==> config.mk <==
export PLATFORM = sky130hd
export DESIGN_NAME = draw_arbiter
export DESIGN_NICKNAME = d
export VERILOG_FILES = /design/src/rtl/draw_arbiter.sv
export SDC_FILE = /design/constraint.sdc
export NUM_CORES = 1
export LEC_CHECK = 0
export ABC_AREA = 1
export BUFFER_PORTS_ARGS = -buffer_cell sky130_fd_sc_hd__buf_2
export CORE_ASPECT_RATIO = 1.25
export CORE_MARGIN = 10
export CORE_UTILIZATION = 35
export CTS_BUF_LIST = sky130_fd_sc_hd__clkbuf_8 sky130_fd_sc_hd__clkbuf_16
export CTS_CLUSTER_DIAMETER = 200
export CTS_CLUSTER_SIZE = 16
export DETAILED_ROUTE_END_ITERATION = 10
export PLACE_DENSITY_LB_ADDON = 0.1
export SYNTH_ARGS = -nofsm -noshare
export SYNTH_HDL_FRONTEND = slang
export SYNTH_SLANG_ARGS = --single-unit
export TNS_END_PERCENT = 10
==> constraint.sdc <==
create_clock -name clk -period 1.4 [get_ports clk]
set_input_delay 0.07 -clock clk [delete_from_list [all_inputs] [get_ports clk]]
set_output_delay 0.07 -clock clk [all_outputs]
set_load 0.02 [all_outputs]
==> src/rtl/draw_arbiter.sv <==
// rtl/draw_arbiter.sv - arbitrates three cell-draw clients onto one pixel port and generates the move tick
module draw_arbiter #(
  parameter int BLOCK_LOG2 = 2,
  parameter int TICK_DIV   = 12500000
) (
  input  logic        clk,
  input  logic        resetn,
  input  logic        enable,
  output logic        step,
  input  logic [2:0]  req,
  input  logic [23:0] req_x,
  input  logic [20:0] req_y,
  input  logic [8:0]  req_colour,
  output logic [2:0]  grant,
  output logic [2:0]  done,
  output logic        busy,
  output logic [7:0]  x_out,
  output logic [6:0]  y_out,
  output logic [2:0]  colour,
  output logic        plot
);

  localparam int CW = 2 * BLOCK_LOG2;
  localparam int TW = $clog2(TICK_DIV);

  typedef enum logic [1:0] {IDLE, DRAW, DONE} state_t;

  state_t          state, state_nxt;
  logic [CW-1:0]   cnt;
  logic [2:0]      win;
  logic [7:0]      bx;
  logic [6:0]      by;
  logic [2:0]      bcol;
  logic [TW-1:0]   tcnt;
  logic            tc_wrap;
  logic [2:0]      pick;
  logic [1:0]      pick_idx;
  logic [7:0]      x_sum;
  logic [6:0]      y_sum;

  // Erase wins over head so a head landing on the old tail is painted last.
  always_comb begin
    pick     = 3'b000;
    pick_idx = 2'd0;
    if (req[0]) begin
      pick     = 3'b001;
      pick_idx = 2'd0;
    end else if (req[1]) begin
      pick     = 3'b010;
      pick_idx = 2'd1;
    end else if (req[2]) begin
      pick     = 3'b100;
      pick_idx = 2'd2;
    end
  end

  always_ff @(posedge clk) begin
    if (!resetn) state <= IDLE;
    else         state <= state_nxt;
  end

  always_comb begin
    state_nxt = state;
    case (state)
      IDLE:    if (|req) state_nxt = DRAW;
      DRAW:    if (cnt == '1) state_nxt = DONE;
      DONE:    state_nxt = IDLE;
      default: state_nxt = IDLE;
    endcase
  end

  always_ff @(posedge clk) begin
    if (!resetn) begin
      cnt  <= '0;
      win  <= 3'b000;
      bx   <= 8'd0;
      by   <= 7'd0;
      bcol <= 3'd0;
    end else begin
      case (state)
        IDLE: begin
          if (|req) begin
            win  <= pick;
            bx   <= req_x[8*pick_idx +: 8];
            by   <= req_y[7*pick_idx +: 7];
            bcol <= req_colour[3*pick_idx +: 3];
            cnt  <= '0;
          end
        end
        DRAW:    cnt <= cnt + 1'b1;
        default: ;
      endcase
    end
  end

  assign x_sum = bx + 8'(cnt[BLOCK_LOG2-1:0]);
  assign y_sum = by + 7'(cnt[CW-1:BLOCK_LOG2]);

  always_comb begin
    grant  = 3'b000;
    done   = 3'b000;
    busy   = 1'b0;
    x_out  = 8'd0;
    y_out  = 7'd0;
    colour = 3'd0;
    plot   = 1'b0;
    case (state)
      DRAW: begin
        grant  = win;
        busy   = 1'b1;
        x_out  = x_sum;
        y_out  = y_sum;
        colour = bcol;
        // Off-screen pixels still consume their slot; only the write is suppressed.
        plot   = (x_sum < 8'd160) && (y_sum < 7'd120);
      end
      DONE: begin
        grant = win;
        done  = win;
        busy  = 1'b1;
      end
      default: ;
    endcase
  end

  assign tc_wrap = (tcnt == TW'(TICK_DIV - 1));

  always_ff @(posedge clk) begin
    if (!resetn)     tcnt <= '0;
    else if (enable) tcnt <= tc_wrap ? '0 : tcnt + 1'b1;
  end

  assign step = resetn && enable && tc_wrap;

endmodule

==> out/qor.log <==
[status] outcome complete, but fails checks
[status] violated checks setup timing
[sta] count of final max-slew check failures 0
[cells_and_area] number of inserted diodes 0
[worst_setup_path] startpoint kind of the worst setup timing path register
[clock_tree] H-tree levels 2
[cells_and_area] most common cell after layout, fill and taps aside nand2_1
[worst_setup_path] internal reg-to-reg setup slack -0.06 ns
[die] Starting Density 35.90%
[sta] endpoints failing setup 35
[synth] Async SR Flop Fraction 0%
[cells_and_area] Post-layout nets 695
[sta] final worst-path setup slack -0.4914 ns
[place] DP Area 4245 µm²
[synth] per-instance average area after synthesis 6.631 µm²
[synth] dominant register cell in the synthesized netlist dfxtp_1
[worst_setup_path] cell with the largest stage delay on the worst path fa_2
[place] Routability Congestion 0.8585
[pwr] combinational power share 34.7%
[route] length of the first detailed-routing pass in iterations 4
[place] port buffer count 86
[pwr] Seq pwr share 34.6%
[grt] global-route usage over all layers 14.86%
[synth] cells after synthesis 494
[clock_tree] Max Root-Sink Buffers 2
[worst_setup_path] FF-to-FF path depth 6
[route] Antenna Nets Post-Route 0
[job] max capacitance violation total 0
[route] topmost layer with routed signal wires met4
[sta] final period utilization 135.1%
[hold_path] worst min-delay path class input pin to register
[sta] Final Skew 0.003985 ns
[pwr] Internal Dissipation 3.456 mW
[die] Die Ht 128.2 µm
[die] I/O pin cnt 87
[synth] Post-Synthesis Net Count 565
[clock_tree] Clock Sinks 51
[worst_setup_path] capture point of the worst path plot
[cells_and_area] share of post-route cells with drive strength above 1 38.56%
[pwr] power density cells 1102 nW/µm²
[worst_setup_path] Critical path origin bx[0]
[synth] count of cell types in the netlist 37
[worst_setup_path] Worst path top cell family by delay simple AND/OR/NAND/NOR gates
[worst_setup_path] kind of end point of the critical path primary output
[clock_tree] register clock-pin slew on the reported worst setup and hold paths 0.07 ns
[worst_setup_path] list of cells traversed by the critical path ha_4, fa_2, nand2_2, nor2_2, nand2_1, nand2_2, nand2_1, nor2_2, nor2_2, nor2_4, buf_6
[route] Met2 Wirelength 5155 µm
[pwr] switching portion of total power 33.01%
[clock_tree] CTS root buffer clkbuf_16
[worst_setup_path] worst reg2reg path startpoint state[0]
[synth] sequential area share after synthesis 31.17%
[worst_setup_path] logic depth of the worst setup path including buffers 11
[cells_and_area] final instance area 4679 µm²
[cells_and_area] commonest cells after routing, fill and taps aside nand2_1 (96), buf_2 (69), buf_4 (62)
[grt] GRT overflow 0
[sta] Max Clock Freq 528.7 MHz
[grt] largest net degree at the start of global routing 22
[worst_setup_path] data arrival time of the critical path 1.82 ns
[worst_setup_path] combined buffer and inverter count along the critical path 1
[route] wire length on met3 433 µm
[worst_setup_path] Worst Path Max Fanout 3
[die] std cell rows 39
[synth] register bit total from synthesis 51
[clock_tree] latest clock arrival within the worst-skew pair 0.29 ns
[route] detailed router's first-iteration violation count 91
[sta] RSZ-0062 raised after global routing yes
[worst_setup_path] critical path type register to primary output
[die] core area 9125 µm²
[grt] global-route wire length before repair 16980 µm
[route] wire length reported by the detailed router 9942 µm
[synth] number of flops mapped to enable cells by yosys 0
[die] Die Footprint 13650 µm²
[synth] combined area of all synthesized cells 3276 µm²
[worst_setup_path] worst flop-to-flop path endpoint bx[1]
[clock_tree] number of hold-repair buffers added at the cts stage 0
[worst_setup_path] Worst Path Required 1.33 ns
[sta] Least-Margin Pin Slew 0.5936 ns
[worst_setup_path] crit-path max cell delay 0.35 ns
[clock_tree] CTS tree done
[grt] number of antenna violations at the first check in global routing 0
[pwr] Worst VDD drop 0.6839 mV
[pwr] Final Total Pwr 5.158 mW
[pwr] net switching power 1.703 mW
[clock_tree] Num CTS Buffers 5
[sta] worst slew margin relative to its limit 60.38%
[route] routed via count 3608
[route] vias per cell 4.824
[route] routed wire length per instance 13.29 µm
[pwr] clock share of power 30.7%
[sta] fin crit period 1.891 ns
[pwr] leakage dissipation 2.088 nW
[die] horizontal die dimension 106.5 µm
[route] met1 wire length 4163 µm
[worst_setup_path] most prevalent standard cell on the critical path nor2_2
[cells_and_area] Layout Area Growth over Synthesis 42.86%
[place] DPL Wire Length 7982 µm
[sta] hold violation total from the final report 0
[grt] number of global-route vias before repair 3660
[synth] Synth warnings 0
[route] Remaining DRCs 0
[state kept, by name (all words and copies together) (netlist names)]
register / flops
tcnt: 24
cnt: 4
bcol: 3
by: 7
bx: 8
win: 3
state: 2
[Yosys cell counts, types with 2 or more instances]
| library cell | number | area, µm² |
|---|---|---|
| nand2_1 | 103 | 386.6 |
| nor2_1 | 64 | 240.2 |
| a21oi_1 | 56 | 280.3 |
| dfxtp_1 | 51 | 1021 |
| inv_1 | 49 | 183.9 |
| o21ai_0 | 25 | 125.1 |
| nand3_1 | 20 | 100.1 |
| o211ai_1 | 19 | 142.6 |
| or2_2 | 18 | 112.6 |
| nand4_1 | 13 | 81.33 |
| ha_1 | 9 | 112.6 |
| buf_2 | 7 | 35.03 |
| nor3_1 | 7 | 35.03 |
| nor2_2 | 6 | 37.54 |
| clkbuf_1 | 5 | 18.77 |
| nor2_4 | 5 | 56.30 |
| inv_2 | 4 | 15.01 |
| nand2_4 | 4 | 45.04 |
| xnor2_1 | 3 | 26.28 |
| a211oi_1 | 2 | 15.01 |
| buf_4 | 2 | 15.01 |
| fa_1 | 2 | 40.04 |
| nand3_2 | 2 | 20.02 |
| nand3b_1 | 2 | 15.01 |
| o21bai_1 | 2 | 15.01 |
| o22ai_1 | 2 | 12.51 |
| xor2_1 | 2 | 17.52 |
[through the flow]
stage / TNS, ns / util, % / worst slack [ns] / std cells / hold slack, ns
after detailed placement: -3.180 / 46.52 / -0.2725 / 737 / 0.3617
after floorplan: -0.2928 / - / -0.09997 / 494 / 0.2361
after global placement: -1.861 / 46.52 / -0.2643 / 737 / 0.3568
final: -5.012 / 51.28 / -0.4914 / 748 / 0.06459
after CTS: -6.713 / 49.88 / -0.4959 / 746 / 0.05976
after global routing: -10.83 / 51.28 / -0.5913 / 748 / 0.08458
[worst min path at each step]
stage	slack (ns)	endpoint	start	depth (start not counted)
2_1_floorplan	0.24	cnt[2]	resetn	2
3_3_place_gp	0.36	bx[4]	req_x[20]	3
3_5_place_dp	0.36	bx[4]	req_x[20]	3
4_1_cts	0.06	bx[5]	req_x[21]	3
5_1_grt	0.08	by[5]	req_y[19]	3
6_report	0.06	bx[4]	req_x[20]	3
[power groups by stage]
stage	clock network, mW	logic, mW	registers [mW]
after global placement	0	1.62	1.79
after global routing	1.67	2.02	1.81
after CTS	1.62	1.72	1.77
after detailed placement	0	1.63	1.80
final	1.58	1.79	1.78
after floorplan	0	0.961	1.77
[per-layer routing]
layer	global-route usage, %	vias to the layer above
met2	27.33	66
li1	-	1891
met5	0	-
met4	4.469	0
met3	3.119	13
met1	16.65	1638
[repair_timing]
item,CTS,global route
gates resized for setup,39,32
buffers inserted,1,2
pin swaps,11,8
endpoints found under the setup margin,59,68
[tightest hold or removal path, cell delays in order]
cell     delay [ns]
buf_2          0.07
a21oi_1        0.05
a21oi_1        0.12
[cell type report]
class                   instances  area, µm²
fillers                       942       4446
clock inverters                 3      63.81
flip-flops and latches         51       1040
well taps                     123      153.9
inverters                      55      209.0
multi-input cells             372       2161
clock buffers                   5      125.1
repair buffers                139      927.1
[cells by family after synthesis]
group / synth area share, %
AOI/OAI and AO/OA: 18.49
adders and majority gates: 4.660
buffers and inverters: 8.747
xor gates and xnor gates: 1.337
and+or+nand+nor: 35.60
DFF: 31.17
Note: power is estimated with default switching activity, not from simulation.
